## src/rtl/seg7_scan_driver.sv

```systemverilog
// Time-multiplexed 4-digit seven-segment driver with leading-zero blanking and decimal points.
// Inputs are captured once per frame so the display never shows a half-updated value.
module seg7_scan_driver #(
  parameter int REFRESH_DIV = 50000,
  parameter bit ACTIVE_LOW  = 1'b1
) (
  input  logic        clk,
  input  logic        reset,
  input  logic [15:0] digits,
  input  logic [3:0]  dp_mask,
  input  logic        blank_lz,
  output logic [6:0]  seg,
  output logic        dp,
  output logic [3:0]  an
);

  localparam int CW = (REFRESH_DIV > 1) ? $clog2(REFRESH_DIV) : 1;
  localparam logic [CW-1:0] CNT_LAST = CW'(REFRESH_DIV - 1);

  logic [CW-1:0] r_cnt;
  logic [1:0]    r_sel;
  logic [15:0]   r_shadow_digits;
  logic [3:0]    r_shadow_dp;
  logic [6:0]    r_seg;
  logic          r_dp;
  logic [3:0]    r_an;

  logic          w_tick;
  logic          w_frame_start;
  logic [3:0]    w_digit;
  logic          w_blank;
  logic [6:0]    w_seg_on;
  logic [3:0]    w_an_on;
  logic          w_dp_on;

  assign w_tick        = (r_cnt == CNT_LAST);
  assign w_frame_start = (r_sel == 2'd0) && (r_cnt == '0);

  always_ff @(posedge clk) begin
    if (reset) begin
      r_cnt <= '0;
      r_sel <= 2'd0;
    end else if (w_tick) begin
      r_cnt <= '0;
      r_sel <= r_sel + 2'd1;
    end else begin
      r_cnt <= r_cnt + 1'b1;
    end
  end

  always_ff @(posedge clk) begin
    if (reset) begin
      r_shadow_digits <= '0;
      r_shadow_dp     <= '0;
    end else if (w_frame_start) begin
      r_shadow_digits <= digits;
      r_shadow_dp     <= dp_mask;
    end
  end

  // A slot is blanked only when it and every more significant digit are zero.
  always_comb begin
    w_blank = 1'b0;
    case (r_sel)
      2'd1:    w_blank = blank_lz && (r_shadow_digits[15:4]  == 12'd0);
      2'd2:    w_blank = blank_lz && (r_shadow_digits[15:8]  == 8'd0);
      2'd3:    w_blank = blank_lz && (r_shadow_digits[15:12] == 4'd0);
      default: w_blank = 1'b0;
    endcase
  end

  assign w_digit = r_shadow_digits[{r_sel, 2'b00} +: 4];

  // Active-high pattern {g,f,e,d,c,b,a}; non-BCD values show a dash.
  always_comb begin
    w_seg_on = 7'b1000000;
    case (w_digit)
      4'd0:    w_seg_on = 7'b0111111;
      4'd1:    w_seg_on = 7'b0000110;
      4'd2:    w_seg_on = 7'b1011011;
      4'd3:    w_seg_on = 7'b1001111;
      4'd4:    w_seg_on = 7'b1100110;
      4'd5:    w_seg_on = 7'b1101101;
      4'd6:    w_seg_on = 7'b1111101;
      4'd7:    w_seg_on = 7'b0000111;
      4'd8:    w_seg_on = 7'b1111111;
      4'd9:    w_seg_on = 7'b1101111;
      default: w_seg_on = 7'b1000000;
    endcase
  end

  assign w_an_on = w_blank ? 4'b0000 : (4'b0001 << r_sel);
  assign w_dp_on = !w_blank && r_shadow_dp[r_sel];

  always_ff @(posedge clk) begin
    if (reset) begin
      r_seg <= {7{ACTIVE_LOW}};
      r_dp  <= ACTIVE_LOW;
      r_an  <= {4{ACTIVE_LOW}};
    end else begin
      r_seg <= (w_blank ? 7'b0000000 : w_seg_on) ^ {7{ACTIVE_LOW}};
      r_dp  <= w_dp_on ^ ACTIVE_LOW;
      r_an  <= w_an_on ^ {4{ACTIVE_LOW}};
    end
  end

  assign seg = r_seg;
  assign dp  = r_dp;
  assign an  = r_an;

endmodule

```

## config.mk

```make
export PLATFORM = sky130hd
export DESIGN_NAME = seg7_scan_driver
export DESIGN_NICKNAME = d
export VERILOG_FILES = /design/src/rtl/seg7_scan_driver.sv
export SDC_FILE = /design/constraint.sdc
export NUM_CORES = 1
export LEC_CHECK = 0
export ABC_AREA = 1
export BUFFER_PORTS_ARGS = -buffer_cell sky130_fd_sc_hd__buf_2
export CELL_PAD_IN_SITES_DETAIL_PLACEMENT = 1
export CELL_PAD_IN_SITES_GLOBAL_PLACEMENT = 2
export CORE_MARGIN = 2
export CORE_UTILIZATION = 33
export DETAILED_ROUTE_END_ITERATION = 10
export PLACE_DENSITY_LB_ADDON = 0.1
export SLEW_MARGIN = 30
export SYNTH_ARGS = -nofsm -noshare
export SYNTH_HDL_FRONTEND = slang
export SYNTH_SLANG_ARGS = --single-unit
```

## constraint.sdc

```tcl
create_clock -name clk -period 2.44 [get_ports clk]
set_input_delay 0 -clock clk [delete_from_list [all_inputs] [get_ports clk]]
set_output_delay 0 -clock clk [all_outputs]
set_load 0.01 [all_outputs]
```

==> results of run 1 <==
## stage by stage
stage / hold WS [ns] / cells / utilization [%] / worst slack [ns]
floorplan: 0.135 / 375 / - / 0.777
global placement: 0.222 / 500 / 37.9 / 0.530
detailed placement: 0.229 / 500 / 37.9 / 0.481
CTS: 0.226 / 527 / 41.8 / 0.463
global route: 0.263 / 527 / 41.8 / 0.234
finish: 0.233 / 527 / 41.8 / 0.473
## worst min-delay path, stage by stage
cell,delay [ns]
buf_2,0.08
clkinv_1,0.05
buf_4,0.25
nand3_1,0.12
## metal layers
layer  up-vias  track usage [%]
met4         0             4.17
li1       1261                -
met2        30             28.6
met3         6             3.15
met5         -                0
met1      1090             22.7
## cells in the mapped netlist (all sizes together)
cell type / instances
clkinv: 1
nor2: 68
and2: 1
clkbuf: 3
a21oi: 16
nand3: 30
nand2: 106
or2: 1
nor3: 5
xor2: 1
dfxtp: 50
inv: 53
o21ai: 6
nand4: 12
ha: 12
a32oi: 1
buf: 8
nor3b: 1
## cells by family (layout without fill, tap and decap cells)
logic type                 after synthesis  in the layout
and+or+nand+nor                        224            224
buffers and inverters                   65            118
DFF                                     50             50
adders and majority gates               12             12
AOI/OAI and AO/OA                       23             23
xor gates and xnor gates                 1              1
## timing repair
item | in CTS | in global routing
resized for setup | 0 | 0
endpoints found under the hold margin | 20 | 0
hold buffers | 20 | 0
## path summary, 6_finish.rpt
check | slack (ns) | start | to
worst max-delay path | 0.47 | r_sel[1] | seg[3]
worst min-delay path | 0.23 | reset | seg[6]
worst max register to register | 0.47 | r_sel[1] | seg[3]
worst min register to register | 0.48 | r_cnt[0] | r_cnt[0]
## state kept, by name (all words and copies together), names as in the netlist
signal	cells
r_cnt	16
dp	1
seg	7
r_shadow_digits	16
r_sel	2
r_shadow_dp	4
an	4
## report_power, final
part / total, mW / switching (mW) / internal [mW]
sequential: 0.914 / 0.0335 / 0.880
combinational: 0.331 / 0.194 / 0.137
clock: 0.473 / 0.279 / 0.193
## final cells by class
cell class                 count  area, um^2  area share (%)
multi-input combinational    260        1230            40.5
sequential                    50        1000            32.9
timing repair buffer          57         405            13.3
inverter                      54         203            6.66
tap                           99         124            4.07
clock buffer                   5        68.8            2.26
clock inverter                 2        10.0           0.329
==> run_results.csv, run 1 <==
group,metric,value,unit
global_route,grt_use_total,17.1,%
logic_synthesis,yosys.area.top_type,"dfxtp_1",
timing,fin_crit,1.97,ns
critical_path,worst-path-buf-inv,2,
detailed_routing,wl_met1,3.30,mm
cells_and_area,layout_common_cells,"nand2_1 (101), nor2_1 (66), inv_1 (51), dfxtp_1 (50), buf_2 (34)",
logic_synthesis,syn_inst,375,
critical_path,crit_family,"flip-flops",
die,rows,31,
timing,skew,0.00611,ns
clock_tree,clk_pin_slew,0.09,ns
detailed_routing,vias,2387,
power_and_ir_drop,p_leak,1.38,nW
global_route,antenna_found_initial,0,
logic_synthesis,syn_area_per_cell,6.66,um^2
logic_synthesis,synth_fp_nets,410,
die,start_util,34.2,%
critical_path,crit_type,"reg -> reg",
global_route,grt_overflow_total,0,
critical_path,crit_cells,7,
detailed_routing,wire_per_inst,12.4,um
clock_tree,cts_sinks,50,
clock_tree,postCtsSetupBuffers,0,
global_route,first_global_vias,2478,
detailed_routing,drt.antenna.violating_nets,0,
place,gp_congestion,0.825,
logic_synthesis,yosys.area_share.simple,38.3,%
detailed_routing,drtIter0Drc,70,
detailed_routing,remaining_drc_errors,0,
critical_path,required,2.62,ns
logic_synthesis,synth_area,0.00250,mm^2
logic_synthesis,yosysSeqAreaShare,40.1,%
power_and_ir_drop,power_density,564,mW/mm^2
die,die_area,0.00828,mm^2
clock_tree,cts_tree,"built",
timing,worst_pin_slew,0.490,ns
detailed_routing,avgViaCountPerCell,4.53,
detailed_routing,wirelength,6.51,mm
logic_synthesis,ys_ff_latch,50,
logic_synthesis,muxShareOfSynthArea,0,%
critical_path,start_kind,"flip-flop",
logic_synthesis,synth-warning-count,0,
cells_and_area,final_cell_area,0.00305,mm^2
timing,hold_viol,0,
cells_and_area,fillerInstances,1003,
logic_synthesis,ys_types,26,
timing,relSlewSlack,67.1,%
min_path,hp-class,"in -> reg",
timing,slew_violations,0,
timing,max_freq,508,MHz
power_and_ir_drop,vdd_drop_max,0.000208,V
timing,fin_crit_sh,80.6,%
min_path,worstHoldPathCells,4,
critical_path,r2r_cells,7,
clock_tree,cts_buffer_depth,2,
logic_synthesis,synth_top_family_by_area,"simple AND/OR/NAND/NOR gates",
detailed_routing,drt_first_pass_iters,4,
logic_synthesis,synth_compound_area_share,4.76,%
logic_synthesis,synth_fa_ha_area_share,6.01,%
power_and_ir_drop,power.total,1.72,mW
cells_and_area,drive_gt1_share,12.9,%
place,post-dp-hpwl,4.76,mm
clock_tree,cts_inserted_buffers,5,
logic_synthesis,synth_xor_area_share,0.351,%
clock_tree,clk-insertion-delay-late,0.30,ns
critical_path,critPathCaptureType,"flip-flop",
die,die_y,91.0,um
cells_and_area,final_common_cell,"nand2_1",
cells_and_area,area_delta_synth_final,21.9,%
die,die_x,91.0,um
die,ioPinCount,35,
logic_synthesis,yosysTopAreaCellShare,40.1,%
detailed_routing,routed.top_layer,"met4",
critical_path,crit_chain,"inv_1 -> a32oi_1 -> inv_1 -> ha_1 -> nand3_1 -> nand3_1 -> nand4_1",
critical_path,cp_max_fo,9,
cells_and_area,nets,463,
timing,rsz0062_at_grt,"no",
clock_tree,htree_levels,2,
global_route,grt_pass1_wl,11.5,mm
detailed_routing,met3_length,166,um
timing,fin_tns_setup,0,ns
timing,finalSetupViolations,0,
critical_path,cp_slowest_cell,"dfxtp_1",
place,io_buffers,34,
detailed_routing,dr_wl_met2,2.98,mm
cells_and_area,insertedDiodeCount,0,
clock_tree,root_buffer,"clkbuf_8",
die,coreArea,0.00729,mm^2
global_route,grt_max_degree,36,
critical_path,slowest_delay,0.50,ns
critical_path,cp_data_arrival_time,2.14,ns
logic_synthesis,yosys-top-cells-area,"dfxtp_1 (40%), nand2_1 (15%), nor2_1 (9.9%), inv_1 (7.7%), ha_1 (6.0%)",
outcome,status,"complete, no violations",
place,placed_area,0.00277,mm^2
job,drv_cap,0,
Note: power is estimated with default switching activity, not from simulation.
==> inputs of run 2 (changes only) <==
--- a/config.mk
+++ b/config.mk
@@ -10,7 +10,7 @@
 export CELL_PAD_IN_SITES_DETAIL_PLACEMENT = 1
 export CELL_PAD_IN_SITES_GLOBAL_PLACEMENT = 2
 export CORE_MARGIN = 2
-export CORE_UTILIZATION = 33
+export CORE_UTILIZATION = 31
 export DETAILED_ROUTE_END_ITERATION = 10
 export PLACE_DENSITY_LB_ADDON = 0.1
 export SLEW_MARGIN = 30
==> constraint.sdc (replaced) <==
create_clock -name clk -period 1.95 [get_ports clk]
set_input_delay 0 -clock clk [delete_from_list [all_inputs] [get_ports clk]]
set_output_delay 0 -clock clk [all_outputs]
set_load 0.01 [all_outputs]
==> run 2 against run 1 <==
Maximum frequency increased by 14%. Cell count increased by 1.3%. Worst hold slack improved by 0.030 ns. Register-to-register slack got worse by 0.25 ns. Sequential share of layout area decreased by 0.44 points. Largest power group unchanged. Clock power increased by 25%.
==> run_results.csv, run 2 (synthesized netlist as in run 1, its figures left out) <==
group,metric,value,unit
die,coreArea,0.00777,mm^2
clock_tree,cts_sinks,50,
critical_path,rrSetupSlack,0.22,ns
detailed_routing,drtIter0Drc,83,
power_and_ir_drop,p_clk_share,27.5,%
clock_tree,clk-insertion-delay-late,0.30,ns
global_route,grt_overflow_total,0,
detailed_routing,drt_first_pass_iters,4,
power_and_ir_drop,power_frac_comb,19.3,%
min_path,holdPathEnd,"dp",
critical_path,rr_endpoint,"seg[6]",
power_and_ir_drop,p_int,1.52,mW
clock_tree,postCtsSetupBuffers,0,
cells_and_area,fillerInstances,1050,
job,drv_cap,0,
global_route,grt_max_degree,41,
critical_path,crit_type,"reg -> reg",
timing,rsz0062_at_grt,"no",
power_and_ir_drop,sw_frac_of_total,29.2,%
place,placed_area,0.00280,mm^2
place,gp_congestion,0.777,
clock_tree,cts_inserted_buffers,5,
critical_path,r2r_cells,11,
critical_path,cp_data_arrival_time,1.91,ns
detailed_routing,wire_per_inst,12.3,um
place,dp_cells,507,
die,start_util,32.2,%
timing,fin_crit_sh,88.8,%
clock_tree,htree_levels,2,
die,die_area,0.00879,mm^2
cells_and_area,insertedDiodeCount,0,
timing,fin_tns_setup,0,ns
die,die_x,93.8,um
cells_and_area,nets,467,
power_and_ir_drop,vdd_drop_max,0.000312,V
timing,max_freq,577,MHz
detailed_routing,wirelength,6.57,mm
clock_tree,cts_buffer_depth,2,
power_and_ir_drop,p_switching,0.629,mW
timing,relSlewSlack,63.9,%
min_path,hp-class,"in -> reg",
clock_tree,clk_pin_slew,0.09,ns
detailed_routing,drt.antenna.violating_nets,0,
critical_path,timing.rr.start,"r_sel[0]",
cells_and_area,final_cell_count_no_fill,534,
power_and_ir_drop,seqPwrFrac,53.2,%
power_and_ir_drop,power_density,698,mW/mm^2
timing,fin_crit,1.73,ns
critical_path,required,2.12,ns
min_path,worstHoldPathCells,3,
clock_tree,cts_tree,"built",
critical_path,critPathCaptureType,"flip-flop",
power_and_ir_drop,power.total,2.15,mW
clock_tree,root_buffer,"clkbuf_8",
global_route,grt_use_total,16.6,%
cells_and_area,final_cell_area,0.00309,mm^2
timing,skew,0.00589,ns
place,post-dp-hpwl,4.86,mm
die,rows,32,
critical_path,cp_max_fo,8,
timing,slew_violations,0,
cells_and_area,final_common_cell,"nand2_1",
timing,hold_viol,0,
cells_and_area,area_delta_synth_final,23.6,%
timing,finalSetupViolations,0,
global_route,grt_pass1_wl,11.6,mm
outcome,status,"complete, no violations",
detailed_routing,avgViaCountPerCell,4.47,
die,die_y,93.8,um
cells_and_area,layout_common_cells,"nand2_1 (100), nor2_1 (66), inv_1 (51), dfxtp_1 (50), buf_2 (34)",
die,ioPinCount,35,
power_and_ir_drop,p_leak,1.40,nW
global_route,antenna_found_initial,0,
timing,worst_pin_slew,0.538,ns
place,io_buffers,34,
global_route,first_global_vias,2493,
detailed_routing,remaining_drc_errors,0,
min_path,min_from,"reset",
critical_path,start_kind,"flip-flop",
detailed_routing,vias,2388,
cells_and_area,drive_gt1_share,13.7,%
-- run 2: cell types whose count changed in the layout (fill, tap and decap cells not counted) --
cell / previous run / this run
nand2_1: 101 / 100
buf_4: 2 / 6
a32oi_1: 1 / 0
clkbuf_1: 0 / 2
clkinv_2: 2 / 0
a32oi_2: 0 / 1
nand2_2: 4 / 5
-- run 2: worst max-delay path, stage by stage (launching register included) --
cell     delay [ns]
dfxtp_1        0.40
inv_1          0.14
buf_4          0.19
nand2_1        0.06
nand3_1        0.07
nand2_2        0.14
inv_1          0.09
ha_1           0.18
inv_1          0.05
nand3_1        0.09
nand3_1        0.11
nand3_1        0.07
-- run 2: how the worst max path moves through the flow --
| stage | start | to | slack, ns | cells after the start |
|---|---|---|---|---|
| 6_report | r_sel[0] | seg[6] | 0.22 | 11 |
| 5_1_grt | r_sel[0] | seg[5] | 0.009 | 11 |
| 4_1_cts | r_sel[0] | seg[6] | 0.14 | 11 |
| 3_5_place_dp | r_sel[0] | seg[3] | 0.14 | 8 |
| 3_3_place_gp | r_sel[0] | seg[3] | 0.20 | 8 |
| 2_1_floorplan | r_sel[0] | seg[3] | 0.29 | 9 |
-- run 2: metrics by stage --
stage / utilization [%] / hold slack [ns] / setup slack, ns
4_1_cts: 39.6 / 0.261 / 0.136
2_1_floorplan: - / 0.135 / 0.287
6_report: 39.7 / 0.263 / 0.218
5_1_grt: 39.7 / 0.320 / 0.00920
3_5_place_dp: 36.1 / 0.229 / 0.135
3_3_place_gp: 36.1 / 0.221 / 0.196
-- run 2: timing repair --
item	CTS	global route
setup endpoints to repair	0	3
hold buffers	20	0
endpoints found under the hold margin	20	0
resized for setup	0	2
-- run 2: power by group through the flow --
stage | registers [mW] | logic [mW] | clock network, mW
5_1_grt | 1.16 | 0.491 | 0.672
6_report | 1.15 | 0.416 | 0.592
4_1_cts | 1.15 | 0.421 | 0.629
2_1_floorplan | 1.17 | 0.258 | 0
3_3_place_gp | 1.17 | 0.385 | 0
3_5_place_dp | 1.17 | 0.390 | 0
-- run 2: area by class of cell --
| type | instances | area (um^2) | area share, % |
|---|---|---|---|
| Multi-Input combinational cell | 260 | 1240 | 40.3 |
| Sequential cell | 50 | 1000 | 32.4 |
| Timing Repair Buffer | 61 | 435 | 14.1 |
| Inverter | 54 | 203 | 6.57 |
| Tap cell | 102 | 128 | 4.13 |
| Clock buffer | 7 | 76.3 | 2.47 |
-- run 2: per-layer routing --
metal  part of all wire, %  global-route usage (%)
met1                    53                    23.0
met2                    43                    26.5
met3                   2.3                    2.65
met4                   1.2                    4.71
met5                     0                       0
==> inputs of run 3 (changes only) <==
--- a/config.mk
+++ b/config.mk
@@ -12,6 +12,7 @@
 export CORE_MARGIN = 2
 export CORE_UTILIZATION = 31
 export DETAILED_ROUTE_END_ITERATION = 10
+export GPL_TIMING_DRIVEN = 0
 export PLACE_DENSITY_LB_ADDON = 0.1
 export SLEW_MARGIN = 30
 export SYNTH_ARGS = -nofsm -noshare
==> run 3 against run 2 <==
Routed wire length grew 3.4%. Largest cell class unchanged. Critical path type unchanged. Worst setup slack lost 0.068 ns. Maximum frequency is 3.8% lower. Largest power group unchanged. Worst hold slack got worse by 0.12 ns.
==> run_results.csv, run 3 (synthesized netlist as in run 1, its figures left out) <==
group,metric,value,unit
critical_path,crit_chain,"inv_1 -> buf_6 -> nand2_1 -> a32oi_2 -> inv_2 -> ha_1 -> nand3_1 -> nand3_1 -> nand4_1",
timing,worst_pin_slew,0.481,ns
power_and_ir_drop,power_density,710,mW/mm^2
global_route,first_global_vias,2426,
critical_path,critPathCaptureType,"flip-flop",
timing,fin_crit,1.80,ns
timing,finalSetupViolations,0,
die,start_util,32.2,%
power_and_ir_drop,sw_frac_of_total,29.2,%
detailed_routing,wire_per_inst,12.6,um
timing,hold_viol,0,
global_route,grt_max_degree,15,
clock_tree,root_buffer,"clkbuf_8",
critical_path,slowest_delay,0.37,ns
power_and_ir_drop,p_clk_share,29.1,%
global_route,grt_pass1_wl,11.6,mm
clock_tree,cts_inserted_buffers,5,
timing,skew,0.00799,ns
die,ioPinCount,35,
die,die_y,93.8,um
clock_tree,cts_sinks,50,
global_route,grt_use_total,16.7,%
min_path,hp-class,"in -> reg",
timing,relSlewSlack,67.9,%
detailed_routing,vias,2432,
place,post-dp-hpwl,5.07,mm
cells_and_area,area_delta_synth_final,24.6,%
detailed_routing,avgViaCountPerCell,4.50,
cells_and_area,final_common_cell,"nand2_1",
critical_path,rrSetupSlack,0.15,ns
clock_tree,clk-insertion-delay-late,0.30,ns
detailed_routing,drt_first_pass_iters,4,
detailed_routing,drtIter0Drc,73,
place,io_buffers,34,
power_and_ir_drop,p_switching,0.646,mW
global_route,grt_overflow_total,0,
timing,rsz0062_at_grt,"no",
clock_tree,cts_buffer_depth,2,
clock_tree,htree_levels,2,
cells_and_area,layout_common_cells,"nand2_1 (100), nor2_1 (66), inv_1 (49), dfxtp_1 (49), buf_2 (39)",
clock_tree,cts_tree,"built",
timing,max_freq,555,MHz
critical_path,required,2.13,ns
die,rows,32,
detailed_routing,wirelength,6.80,mm
critical_path,cp_max_fo,12,
detailed_routing,remaining_drc_errors,0,
die,die_area,0.00879,mm^2
critical_path,cpMostUsedCell,"nand3_1",
power_and_ir_drop,p_leak,1.41,nW
die,die_x,93.8,um
clock_tree,clk_pin_slew,0.10,ns
cells_and_area,fin_util,40.1,%
place,gp_congestion,0.791,
power_and_ir_drop,power_frac_comb,19.3,%
timing,fin_tns_setup,0,ns
timing,fin_crit_sh,92.3,%
critical_path,cp_slowest_cell,"dfxtp_1",
die,coreArea,0.00777,mm^2
critical_path,crit_type,"reg -> reg",
power_and_ir_drop,vdd_drop_max,0.000306,V
outcome,status,"complete, no violations",
detailed_routing,drt.antenna.violating_nets,0,
power_and_ir_drop,p_int,1.56,mW
critical_path,cp_data_arrival_time,1.98,ns
job,drv_cap,0,
timing,slew_violations,0,
global_route,antenna_found_initial,0,
cells_and_area,drive_gt1_share,15.1,%
power_and_ir_drop,seqPwrFrac,51.6,%
cells_and_area,insertedDiodeCount,0,
power_and_ir_drop,power.total,2.21,mW
cells_and_area,nets,472,
critical_path,start_kind,"flip-flop",
cells_and_area,fillerInstances,1036,
## run 3: area by class of cell
class                           count  area (um^2)  area share [%]
Multi-Input combinational cell    260         1240            40.0
Clock buffer                        7         86.3            2.77
Tap cell                          102          128            4.10
Timing Repair Buffer               55          378            12.1
Inverter                           54          203            6.51
Clock inverter                      1         5.00           0.161
Buffer                             11         66.3            2.13
Sequential cell                    50         1000            32.2
## run 3: power by group through the flow
stage	registers, mW	logic (mW)	clock network [mW]
finish	1.14	0.426	0.643
detailed placement	1.17	0.393	0
global placement	1.17	0.385	0
global route	1.15	0.496	0.703
CTS	1.14	0.428	0.677
floorplan	1.17	0.258	0
## run 3: per-stage QoR
stage	hold WS, ns	cell area, um^2	cells	setup slack, ns
after CTS	0.134	3100	539	0.0432
after detailed placement	0.228	2800	511	-0.122
final	0.139	3110	540	0.150
after floorplan	0.135	2500	375	0.287
after global placement	0.221	2800	511	-0.101
after global routing	0.193	3110	540	0.0151
## run 3: layer usage
metal	routed length, um	track usage (%)
met4	67	3.99
met1	3560	23.4
met2	3020	26.7
met5	0	0
met3	151	2.73
## run 3: final timing paths
kind,to,cells after the start,startpoint
setup / recovery,seg[3],9,r_sel[0]
hold / removal,r_shadow_digits[15],4,reset
setup reg to reg,seg[3],9,r_sel[0]
hold reg to reg,r_cnt[0],1,r_cnt[0]
## run 3: worst max-delay path, delay by kind of cell, from the launching register on
family	cells	cell delay, ns
simple gates	4	0.35
flops	1	0.37
fa+ha+maj	1	0.29
compound gates	1	0.31
buf+inv	3	0.37
## run 3: timing repair
action	in CTS	in global routing
pin swaps	0	1
resized for setup	3	4
setup buffers	0	1
endpoints found under the setup margin	4	7
endpoints found under the hold margin	20	0
hold buffers	20	0
